### config.mk
export PLATFORM = sky130hd
export DESIGN_NAME = counter_updown_param_flat
export DESIGN_NICKNAME = d
export VERILOG_FILES = /design/src/rtl/counter_updown_param_if.sv /design/src/rtl/counter_updown_param.sv /design/src/flat_wrapper.sv
export SDC_FILE = /design/constraint.sdc
export NUM_CORES = 1
export LEC_CHECK = 0
export CORE_UTILIZATION = 30
export CTS_BUF_LIST = sky130_fd_sc_hd__clkbuf_4
export CTS_CLUSTER_SIZE = 16
export DETAILED_ROUTE_END_ITERATION = 8
export PLACE_DENSITY = 0.5
export SYNTH_ARGS = -nofsm -noshare
export SYNTH_HDL_FRONTEND = slang
export SYNTH_SLANG_ARGS = --single-unit
export TNS_END_PERCENT = 20
### constraint.sdc
create_clock -name clk -period 1.75 [get_ports clk]
set_input_delay 0.2625 -clock clk [delete_from_list [all_inputs] [get_ports clk]]
set_output_delay 0.2625 -clock clk [all_outputs]
set_load 0.02 [all_outputs]
### src/rtl/counter_updown_param_if.sv
// Control and status bundle for counter_updown_param.
// Handshake: this bus has no valid/ready pair. The counter samples enable,
// mode, sat and D on every rising clock edge, and Q/rco/load are always
// valid registered values that describe the most recent edge.
interface counter_updown_param_if #(
  parameter int WIDTH = 8
);
  logic             enable;
  logic [1:0]       mode;
  logic             sat;
  logic [WIDTH-1:0] D;
  logic [WIDTH-1:0] Q;
  logic             rco;
  logic             load;

  // The side that issues count/load commands.
  modport master (
    output enable, mode, sat, D,
    input  Q, rco, load
  );

  // The counter itself.
  modport slave (
    input  enable, mode, sat, D,
    output Q, rco, load
  );
endinterface

### src/rtl/counter_updown_param.sv
// Parametrised up/down/step counter with parallel load, wrap or saturate
// on overflow, and registered carry (rco) and load strobes. rco is meant
// to feed the enable of a following stage when counters are cascaded.
module counter_updown_param #(
  parameter int WIDTH = 8,
  parameter int STEP  = 3
) (
  input  logic clk,
  input  logic reset,
  counter_updown_param_if.slave bus
);

  localparam logic [1:0] MODE_UP   = 2'b00;
  localparam logic [1:0] MODE_DOWN = 2'b01;
  localparam logic [1:0] MODE_STEP = 2'b10;
  localparam logic [1:0] MODE_LOAD = 2'b11;

  // Increments carried at WIDTH+1 bits so the top bit is the carry out.
  localparam logic [WIDTH:0] STEP_EXT = (WIDTH+1)'(STEP);
  localparam logic [WIDTH:0] ONE_EXT  = (WIDTH+1)'(1);

  logic [WIDTH-1:0] q_r;
  logic             rco_r;
  logic             load_r;

  logic [WIDTH:0]   sum;
  logic [WIDTH:0]   diff;
  logic             ovf;
  logic             unf;
  logic [WIDTH-1:0] q_next;
  logic             rco_next;
  logic             load_next;

  assign bus.Q    = q_r;
  assign bus.rco  = rco_r;
  assign bus.load = load_r;

  // Next count and strobes; load ignores enable and sat, underflow is
  // only possible when counting down from zero.
  always_comb begin
    sum       = {1'b0, q_r} + ((bus.mode == MODE_STEP) ? STEP_EXT : ONE_EXT);
    diff      = {1'b0, q_r} - ONE_EXT;
    ovf       = 1'b0;
    unf       = 1'b0;
    q_next    = q_r;
    rco_next  = 1'b0;
    load_next = 1'b0;
    if (bus.mode == MODE_LOAD) begin
      q_next    = bus.D;
      load_next = 1'b1;
    end else if (bus.enable) begin
      if (bus.mode == MODE_DOWN) begin
        unf    = (q_r == '0);
        q_next = (unf && bus.sat) ? '0 : diff[WIDTH-1:0];
      end else begin
        // MODE_UP and MODE_STEP differ only in the increment chosen above.
        ovf    = sum[WIDTH];
        q_next = (ovf && bus.sat) ? '1 : sum[WIDTH-1:0];
      end
      rco_next = ovf | unf;
    end
  end

  // Count register and strobes; reset clears everything without a clock.
  always_ff @(posedge clk or posedge reset) begin
    if (reset) begin
      q_r    <= '0;
      rco_r  <= 1'b0;
      load_r <= 1'b0;
    end else begin
      q_r    <= q_next;
      rco_r  <= rco_next;
      load_r <= load_next;
    end
  end

  // MODE_UP is named for readability of the mode map; keep it referenced.
  logic mode_is_up;
  assign mode_is_up = (bus.mode == MODE_UP);
  logic unused_ok;
  assign unused_ok = mode_is_up;

endmodule
### src/flat_wrapper.sv
// flat-port wrapper written by rule: the top's interface ports become plain ports
module counter_updown_param_flat 
#(
  parameter int WIDTH = 8,
  parameter int STEP  = 3
)
  (clk, reset, bus_enable, bus_mode, bus_sat, bus_D, bus_Q, bus_rco, bus_load);
  counter_updown_param_if #(.WIDTH(WIDTH)) bus_i ();
  input  logic clk;
  input  logic reset;
  input wire logic [$bits(bus_i.enable)-1:0] bus_enable;
  input wire logic [$bits(bus_i.mode)-1:0] bus_mode;
  input wire logic [$bits(bus_i.sat)-1:0] bus_sat;
  input wire logic [$bits(bus_i.D)-1:0] bus_D;
  output wire logic [$bits(bus_i.Q)-1:0] bus_Q;
  output wire logic [$bits(bus_i.rco)-1:0] bus_rco;
  output wire logic [$bits(bus_i.load)-1:0] bus_load;
  assign bus_i.enable = bus_enable;
  assign bus_i.mode = bus_mode;
  assign bus_i.sat = bus_sat;
  assign bus_i.D = bus_D;
  assign bus_Q = bus_i.Q;
  assign bus_rco = bus_i.rco;
  assign bus_load = bus_i.load;
  counter_updown_param #(.WIDTH(WIDTH), .STEP(STEP)) u_core (.clk(clk), .reset(reset), .bus(bus_i));
endmodule
**Word level (Yosys, flattened, before mapping)**

Index checks and enable logic that the tools add are counted.
Widths: inputs -> output; s select.

- Add/sub/neg operators: 2
- Equality and inequality tests: 3
- Multiplexer cells: 15
- Bitwise gates (word level): 1
- Reduce and logical (&&, ||, !) cells: 4

Operators with widths:

| cell | number |
|---|---|
| $mux 8 | 5 |
| $add 8x9->9 | 1 |
| $mux 1 | 9 |
| $logic_not 8->1 | 1 |
| $sub 8x1->8 const B | 1 |
| $eq 2x2->1 const B | 2 |
| $eq 2x1->1 const B | 1 |
| $logic_and 1x1->1 | 2 |
| $mux 2 | 1 |
| $reduce_bool 2->1 | 1 |
| $or 1x1->1 | 1 |

- Register bits: 10
- Word-level logic and storage cells: 28

**Logic depth before layout (Yosys ltp)**

Gate-level depths: netlist (run 1).

- Depth in word-level cells: 9
- Mapped depth: 8
- Mapped depth without buffers: 7

**Least setup slack after synthesis (run 1)**

No wires, ideal clock.

- Path kind: register -> register
- Start: reg u_core.q_r[0] (netlist: u_core.bus.Q[0])
- End: reg u_core.q_r[3] (netlist: u_core.bus.Q[3])
- Library setup time: 0.069 ns
- Data arrival time: 1.997 ns
- Data required time: 1.681 ns
- Slack: -0.316 ns
- Cell stages (with the launch flop): 7
- Path buffers: 0
- Clock period less this slack: 2.066 ns
- Cell sequence: dfrtp_1 -> inv_1 -> fa_1 -> and4b_2 -> a41oi_1 -> a311o_1 -> nand3_1

- Longest elaborated chain between the ends: 6
- Elaborated cells on any way between the ends: 10

RTL lines:

| item | RTL line | RTL |
|---|---|---|
| start, declared | counter_updown_param.sv:22 | `logic [WIDTH-1:0] q_r;` |
| start signal, assigned | counter_updown_param.sv:71 | `q_r <= q_next;` |
| $add 8x9->9 or $logic_not 8->1 (tied branches) | counter_updown_param.sv:41, counter_updown_param.sv:53 |  |
| $logic_and 1x1->1 (on tied branches) | counter_updown_param.sv:58, counter_updown_param.sv:54 |  |
| $mux 8 (on tied branches) | counter_updown_param.sv:58, counter_updown_param.sv:54 |  |
| $mux 8 * | counter_updown_param.sv:52 | `if (bus.mode == MODE_DOWN) begin` |
| $mux 8 * | counter_updown_param.sv:51 | `end else if (bus.enable) begin` |
| $mux 8 * | counter_updown_param.sv:48 | `if (bus.mode == MODE_LOAD) begin` |

Every way passes the cells marked *; elsewhere a longest branch is shown, timed or not. The select of a mux whose other input is x is not followed.
A chain may end at the register's enable or synchronous reset.

**Worst setup path in the final report (run 1)**

- Start: reg u_core.q_r[1] (netlist: u_core.bus.Q[1])
- End: reg u_core.q_r[2] (netlist: u_core.bus.Q[2])

The elaborated chain is that of the path after synthesis.

==> results of run 1 <==
-- state kept, by name, indices dropped and copies added, names as in the netlist --
register,flops
u_core.bus.rco,1
u_core.bus.Q,8
u_core.bus.load,1
-- final timing paths --
check | to | startpoint | slack [ns]
setup reg to reg | u_core.bus.Q[2] | u_core.bus.Q[1] | -0.07
max in group asynchronous | u_core.bus.Q[2] | reset | 1.14
setup / recovery | u_core.bus.Q[2] | u_core.bus.Q[1] | -0.07
hold reg to reg | u_core.bus.Q[6] | u_core.bus.Q[6] | 0.68
hold / removal | u_core.bus.Q[7] | reset | 0.28
min in group clk | u_core.bus.Q[3] | bus_D[3] | 0.55
-- routing by layer --
metal  GRT usage  wire (um)
met4      0.0698         75
met2       0.350       1790
met3      0.0393        208
met5           0          0
met1       0.271       1580
-- timing repair --
item                                    4_1_cts  5_1_grt
endpoints found under the setup margin       12       10
hold endpoints to repair                      0        0
pin swaps                                     8        5
setup buffers                                 2        1
gates resized for setup                      11        6
-- through the flow --
stage | total power, mW | util
detailed placement | 1.09 | 0.454
global route | 1.42 | 0.480
CTS | 1.32 | 0.473
finish | 1.34 | 0.480
floorplan | 0.797 | -
global placement | 1.09 | 0.454
-- placed cells by master (no fill, tap or decap), types with 3 or more instances in the layout --
cell,instances
clkdlybuf4s50_1,19
nand3_1,4
dfrtp_2,6
nor2_1,3
o21ai_1,3
nand4_1,6
nor2b_1,3
clkbuf_4,3
inv_2,3
nor3_1,3
inv_1,8
buf_4,30
o21ai_0,10
a21o_1,4
dfrtp_1,4
nand2_1,6
a21oi_1,4
-- kinds of logic (layout without fill, tap and decap cells) --
group / count (synthesis) / after routing / share of synthesized area
AO/OA/AOI/OAI: 45 / 45 / 0.289
XOR/XNOR: 3 / 3 / 0.0245
adder cells (fa/ha/maj): 4 / 4 / 0.0537
buffers and inverters: 20 / 69 / 0.0957
flip-flops: 10 / 10 / 0.233
multiplexers: 2 / 2 / 0.0187
AND/OR/NAND/NOR: 43 / 43 / 0.285
-- worst reg2reg max path, cell delays in order, from the launching register on --
cell,delay [ns]
dfrtp_2,0.38
inv_2,0.05
fa_2,0.35
and4b_2,0.32
nand4_1,0.20
a31oi_1,0.27
o211a_1,0.18
-- power groups by stage --
stage               clock network, mW  registers, mW  logic, mW
floorplan                           0          0.373      0.425
global placement                    0          0.380      0.705
detailed placement                  0          0.382      0.711
CTS                             0.183          0.377      0.763
global route                    0.194          0.387      0.840
finish                          0.179          0.379      0.778
-- cell type report --
| class | instances | area share |
|---|---|---|
| inverter | 11 | 0.0254 |
| multi-input combinational | 97 | 0.476 |
| clock buffer | 3 | 0.0139 |
| tap | 46 | 0.0354 |
| sequential | 10 | 0.159 |
| clock inverter | 1 | 0.00231 |
| timing repair buffer | 54 | 0.289 |
==> impl_summary.log, run 1 <==
INFO  metric grt_pass1_wl = 5.78 mm
INFO  metric final-seq-area = 258 um^2
INFO  metric synth.distinct_cells = 57
INFO  metric hp_class = in -> async
INFO  metric yosys.area.top_type_share = 0.233
INFO  metric drc_markers = 0
INFO  metric dpl.hpwl = 2.76 mm
INFO  metric gr-total-overflow = 0
INFO  metric critPathCaptureType = flop
INFO  metric synth-edff-count = 0
INFO  metric synthesis.area_per_instance = 8.44 um^2
INFO  metric synth_async_sr_flop_share = 1.00
INFO  metric fin_skew = 0.00154 ns
INFO  metric ys_warn_count = 0
INFO  metric net-switching-power = 0.575 mW
INFO  metric fin_setup_tns = -0.128 ns
INFO  metric achievable-frequency = 548 MHz
INFO  metric num_vias = 1,213
INFO  metric multiInputGateArea = 773 um^2
INFO  metric final_period_minus_worst_setup_slack = 1.82 ns
INFO  metric route.detailed.wl_per_inst = 16.5 um
INFO  metric drt_wl_total = 3.65 mm
INFO  metric synth-seq-cells = 10
INFO  metric p_sw_frac = 0.430
INFO  metric critical_setup_path_class = reg -> reg
INFO  metric cts_buffers = 3
INFO  metric post_layout_nonfiller_instances = 222
INFO  metric timing.critical_path.buf_inv = 1
INFO  metric synth_cell_area = 1070 um^2
INFO  metric place_ws = -0.513 ns
INFO  metric gr-usage-all-layers = 0.210
INFO  metric pwr-share-comb = 0.583
INFO  metric first_pass_iters = 4
INFO  metric post_drt_via_cell_ratio = 5.46
INFO  metric finalMaxSlewViolations = 0
INFO  metric cp_top_family = simple AND/OR/NAND/NOR gates
INFO  metric finish.net_count = 195
INFO  metric chipWidth = 61.8 um
INFO  metric r2r_cells = 6
INFO  metric core-area = 3390 um^2
INFO  metric max-slew-margin-rel = 0.710
INFO  metric cts_tree = yes
INFO  metric post-synth-top-count-cell = o21ai_0
INFO  metric setup_viol = 4
INFO  metric critical-path-max-stage-delay = 0.38 ns
INFO  metric tightestPinTransition = 0.435 ns
INFO  metric cts_hold_buf = 0
INFO  metric insertion_delay = 0.27 ns
INFO  metric numPortBuffers = 23
INFO  metric run_status = finished with violations
INFO  metric maxCapViolCount = 0
INFO  metric clk_pin_slew = 0.08 ns
INFO  metric cp.depth = 6
INFO  metric gp_routability_congestion = 0.861
INFO  metric clockRootBuffer = clkbuf_4
INFO  metric vias_in_the_first_global_route = 1,222
INFO  metric grt_antenna_before_repair = 0
INFO  metric fp.dieArea = 3820 um^2
INFO  metric critical-path-slowest-cell = dfrtp_2
INFO  metric initial_core_util = 0.316
INFO  metric grt_start_max_net_pins = 15
INFO  metric top_post_synthesis_cells_by_area = dfrtp_1 (23%), o21ai_0 (5.6%), inv_1 (3.9%), ha_1 (3.5%), nand4_1 (3.5%)
INFO  metric row_count = 21
INFO  metric internal_pwr_total = 0.760 mW
INFO  metric synth.cells.most_frequent = o21ai_0 (12), inv_1 (11), dfrtp_1 (10), a21oi_1 (7)
INFO  metric worst_hold_slack = 0.284 ns
INFO  metric worst_ep_arrival_time = 2.04 ns
INFO  metric pwr_density_cell = 821 nW/um^2
INFO  metric final.fill_count = 345
INFO  metric p_leak = 0.690 nW
INFO  metric clock_sinks = 10
INFO  metric synthesis.nets = 145
INFO  metric post-route-cell-area = 1630 um^2
INFO  metric drive_above_1_share = 0.347
INFO  metric grt_setup_unrepaired = yes
INFO  metric hold_viol_final = 0
INFO  metric max-clock-path-buffers = 2
INFO  metric ios = 24
INFO  metric seq_pwr_share = 0.284
INFO  metric diodes = 0
INFO  metric crit_path_max_fanout = 4
INFO  metric synth_sequential_area_ratio = 0.233
INFO  metric synth_top_area_cell = dfrtp_1
INFO  metric placed_instance_area = 1540 um^2
INFO  metric vdd_ir_drop_max = 383 uV
INFO  metric synth_flop_cell = dfrtp_1
INFO  metric chipHeight = 61.8 um
INFO  metric final_antenna_net_count = 0
INFO  metric worstPathCellList = inv_2 > fa_2 > and4b_2 > nand4_1 > a31oi_1 > o211a_1
INFO  metric violations = setup timing
INFO  metric syn_to_final_growth = 51.6%
INFO  metric power.share.clock = 0.134
INFO  metric clock_tree.htree_level_count = 1
INFO  metric place_inst = 215
INFO  metric drt_iter0_drcs = 39
INFO  metric syn_inst = 127
INFO  metric startpoint_kind_of_the_worst_setup_timing_path = flop
INFO  metric post-route-worst-setup-slack = -0.0748 ns
INFO  metric worst_ep_required_time = 1.96 ns
INFO  metric period_share = 1.04
(Power assumes the default switching activity.)
==> inputs of run 2 (changes only) <==
HOLD_SLACK_MARGIN = 0.02   (was not set)
==> results of run 2 <==
Same layout as run 1: the final DEF is identical, and so are final timing and power.
==> inputs of run 3 (changes only) <==
CORE_UTILIZATION = 47   (was 30)
PLACE_DENSITY = 0.74   (was 0.5)
==> run 3 against run 2 <==
The run still ends with setup timing left; maximum frequency decreased by 1.3%; final area is 1.4% lower; global-route usage increased by 12 points; count of clock-buffer cells in the layout is 1 higher; via count is 6.9% higher; non-clock buffer count fell by 1; utilization is 30 points higher; clock skew up 0.0070 ns; sequential share of layout area grew 0.30 points; sequential cell count unchanged; setup slack worse by 0.024 ns; largest cell class unchanged.
==> impl_summary.log, run 3 (synthesized netlist as in run 1, its figures left out) <==
INFO  metric run_status = finished with violations
INFO  metric violations = setup timing
INFO  metric grt_antenna_before_repair = 0 (unchanged)
INFO  metric diodes = 0 (unchanged)
INFO  metric hold_viol_final = 0 (unchanged)
INFO  metric route.detailed.wl_per_inst = 18.9 um (+15%)
INFO  metric fp.dieArea = 2480 um^2 (-35%)
INFO  metric drt_wl_total = 3.83 mm (+4.7%)
INFO  metric worst_ep_required_time = 1.97 ns (about the same)
INFO  metric post-route-worst-setup-slack = -0.0985 ns (-0.0237 ns)
INFO  metric achievable-frequency = 541 MHz (-1.3%)
INFO  metric critPathCaptureType = flop
INFO  metric final_antenna_net_count = 0 (unchanged)
INFO  metric postLayoutCoreUtil = 0.777 (+0.298)
INFO  metric layout.cells.most_common = buf_4
INFO  metric post_drt_via_cell_ratio = 6.42 (+18%)
INFO  metric critical-path-max-stage-delay = 0.39 ns (about the same)
INFO  metric placed_instance_area = 1510 um^2 (-2.0%)
INFO  metric startpoint_kind_of_the_worst_setup_timing_path = flop
INFO  metric largest_reg_flops = 8 (unchanged)
INFO  metric hp_class = in -> async
INFO  metric cp_top_family = simple AND/OR/NAND/NOR gates
INFO  metric fin_skew = 0.00859 ns (+0.00705 ns)
INFO  metric gr-usage-all-layers = 0.331 (+0.122)
INFO  metric setup_viol = 6 (+2)
INFO  metric ios = 24 (unchanged)
INFO  metric cts_buffers = 3 (unchanged)
INFO  metric dpl.hpwl = 2.65 mm (-4.0%)
INFO  metric chipWidth = 49.8 um (-19%)
INFO  metric post-route-cell-area = 1600 um^2 (-1.4%)
INFO  metric finish.net_count = 194 (-0.51%)
INFO  metric pwr-share-comb = 0.560 (-0.023)
INFO  metric internal_pwr_total = 0.772 mW (+1.5%)
INFO  metric clockRootBuffer = clkbuf_4
INFO  metric gr-total-overflow = 0 (unchanged)
INFO  metric commonest_cells_after_routing_fill_and_taps_aside = buf_4 (30), clkdlybuf4s50_1 (18), o21ai_0 (10)
INFO  metric grt_setup_unrepaired = yes
INFO  metric max-slew-margin-rel = 0.717 (+0.00721)
INFO  metric clock_tree.htree_level_count = 1 (unchanged)
INFO  metric clk_pin_slew = 0.08 ns (about the same)
INFO  metric critical_setup_path_class = reg -> reg
INFO  metric maxCapViolCount = 0 (unchanged)
INFO  metric tightestPinTransition = 0.424 ns (-0.0108 ns)
INFO  metric num_vias = 1,297 (+6.9%)
INFO  metric vdd_ir_drop_max = 698 uV (+82%)
INFO  metric grt_start_max_net_pins = 15 (unchanged)
INFO  metric first_pass_iters = 4 (unchanged)
INFO  metric drive_above_1_share = 0.354 (+0.00769)
INFO  metric grt_pass1_wl = 6.17 mm (+6.8%)
INFO  metric core-area = 2060 um^2 (-39%)
INFO  metric final_period_minus_worst_setup_slack = 1.85 ns (+0.0237 ns)
INFO  metric cts_tree = yes
INFO  metric vias_in_the_first_global_route = 1,353 (+11%)
INFO  metric initial_core_util = 0.520 (+0.204)
INFO  metric max-clock-path-buffers = 2 (unchanged)
INFO  metric pwr_density_cell = 846 nW/um^2 (+3.0%)
INFO  metric seq_pwr_share = 0.295 (+0.011)
INFO  metric gp_routability_congestion = 0.929 (+7.9%)
INFO  metric timing.critical_path.buf_inv = 1 (unchanged)
INFO  metric clock_sinks = 10 (unchanged)
INFO  metric p_leak = 0.697 nW (+1.0%)
INFO  metric period_share = 1.06 (+0.0135)
INFO  metric finalMaxSlewViolations = 0 (unchanged)
INFO  metric drc_markers = 0 (unchanged)
INFO  metric numPortBuffers = 23 (unchanged)
INFO  metric chipHeight = 49.8 um (-19%)
INFO  metric worstPathCellList = inv_2 > fa_2 > and4b_2 > nand4_1 > a31oi_1 > o211a_1
INFO  metric net-switching-power = 0.584 mW (+1.6%)
INFO  metric power.share.clock = 0.145 (+0.011)
INFO  metric row_count = 16 (-24%)
INFO  metric insertion_delay = 0.28 ns (about the same)
INFO  metric worst_ep_arrival_time = 2.07 ns (+0.03 ns)
INFO  metric drt_iter0_drcs = 52 (+33%)
INFO  metric critical-path-slowest-cell = dfrtp_2
INFO  metric syn_to_final_growth = 49.5%
INFO  metric p_sw_frac = 0.431 (about the same)
INFO  metric crit_path_max_fanout = 4 (unchanged)
[run 3: cell type report]
type / count / area, um^2
multi-input combinational: 97 / 782
fill: 144 / 459
timing repair buffer: 53 / 457
sequential: 10 / 259
inverter: 11 / 41.3
tap: 27 / 33.8
clock buffer: 4 / 30.0
[run 3: final timing paths]
| check | start | endpoint | slack [ns] | depth (start not counted) |
|---|---|---|---|---|
| min in group clk | bus_D[3] | u_core.bus.Q[3] | 0.53 | 3 |
| max | u_core.bus.Q[1] | u_core.bus.Q[2] | -0.1 | 6 |
| max reg2reg | u_core.bus.Q[1] | u_core.bus.Q[2] | -0.1 | 6 |
| min | reset | u_core.bus.load | 0.28 | 2 |
| min reg2reg | u_core.bus.Q[6] | u_core.bus.Q[6] | 0.69 | 2 |
| max in group asynchronous | reset | u_core.bus.Q[4] | 1.15 | 2 |
[run 3: routing by layer]
metal	vias up	routed length, um	GRT usage
met5	-	0	0
met4	0	108	0.143
met3	14	279	0.0833
met2	73	1880	0.565
met1	631	1560	0.388
li1	579	-	-
[run 3: metrics by stage]
step	setup WS [ns]	std cells	total power, mW	hold slack (ns)	TNS, ns
after detailed placement	-0.510	195	1.09	0.580	-3.98
after CTS	-0.0763	202	1.32	0.293	-0.184
after floorplan	-0.0349	127	0.797	0.103	-0.146
after global routing	-0.149	202	1.42	0.335	-0.803
final	-0.0985	202	1.36	0.277	-0.416
after global placement	-0.469	195	1.08	0.578	-3.62
[run 3: timing repair]
item | CTS | global route
hold buffers | 0 | 0
endpoints found under the setup margin | 12 | 11
buffers inserted | 3 | 0
pin swaps | 6 | 3
resized for setup | 12 | 6
[run 3: power by group through the flow]
stage	registers, mW	logic [mW]	clock network, mW
3_5_place_dp	0.393	0.697	0
3_3_place_gp	0.392	0.683	0
4_1_cts	0.394	0.729	0.193
5_1_grt	0.408	0.809	0.203
6_report	0.401	0.759	0.197
2_1_floorplan	0.373	0.425	0
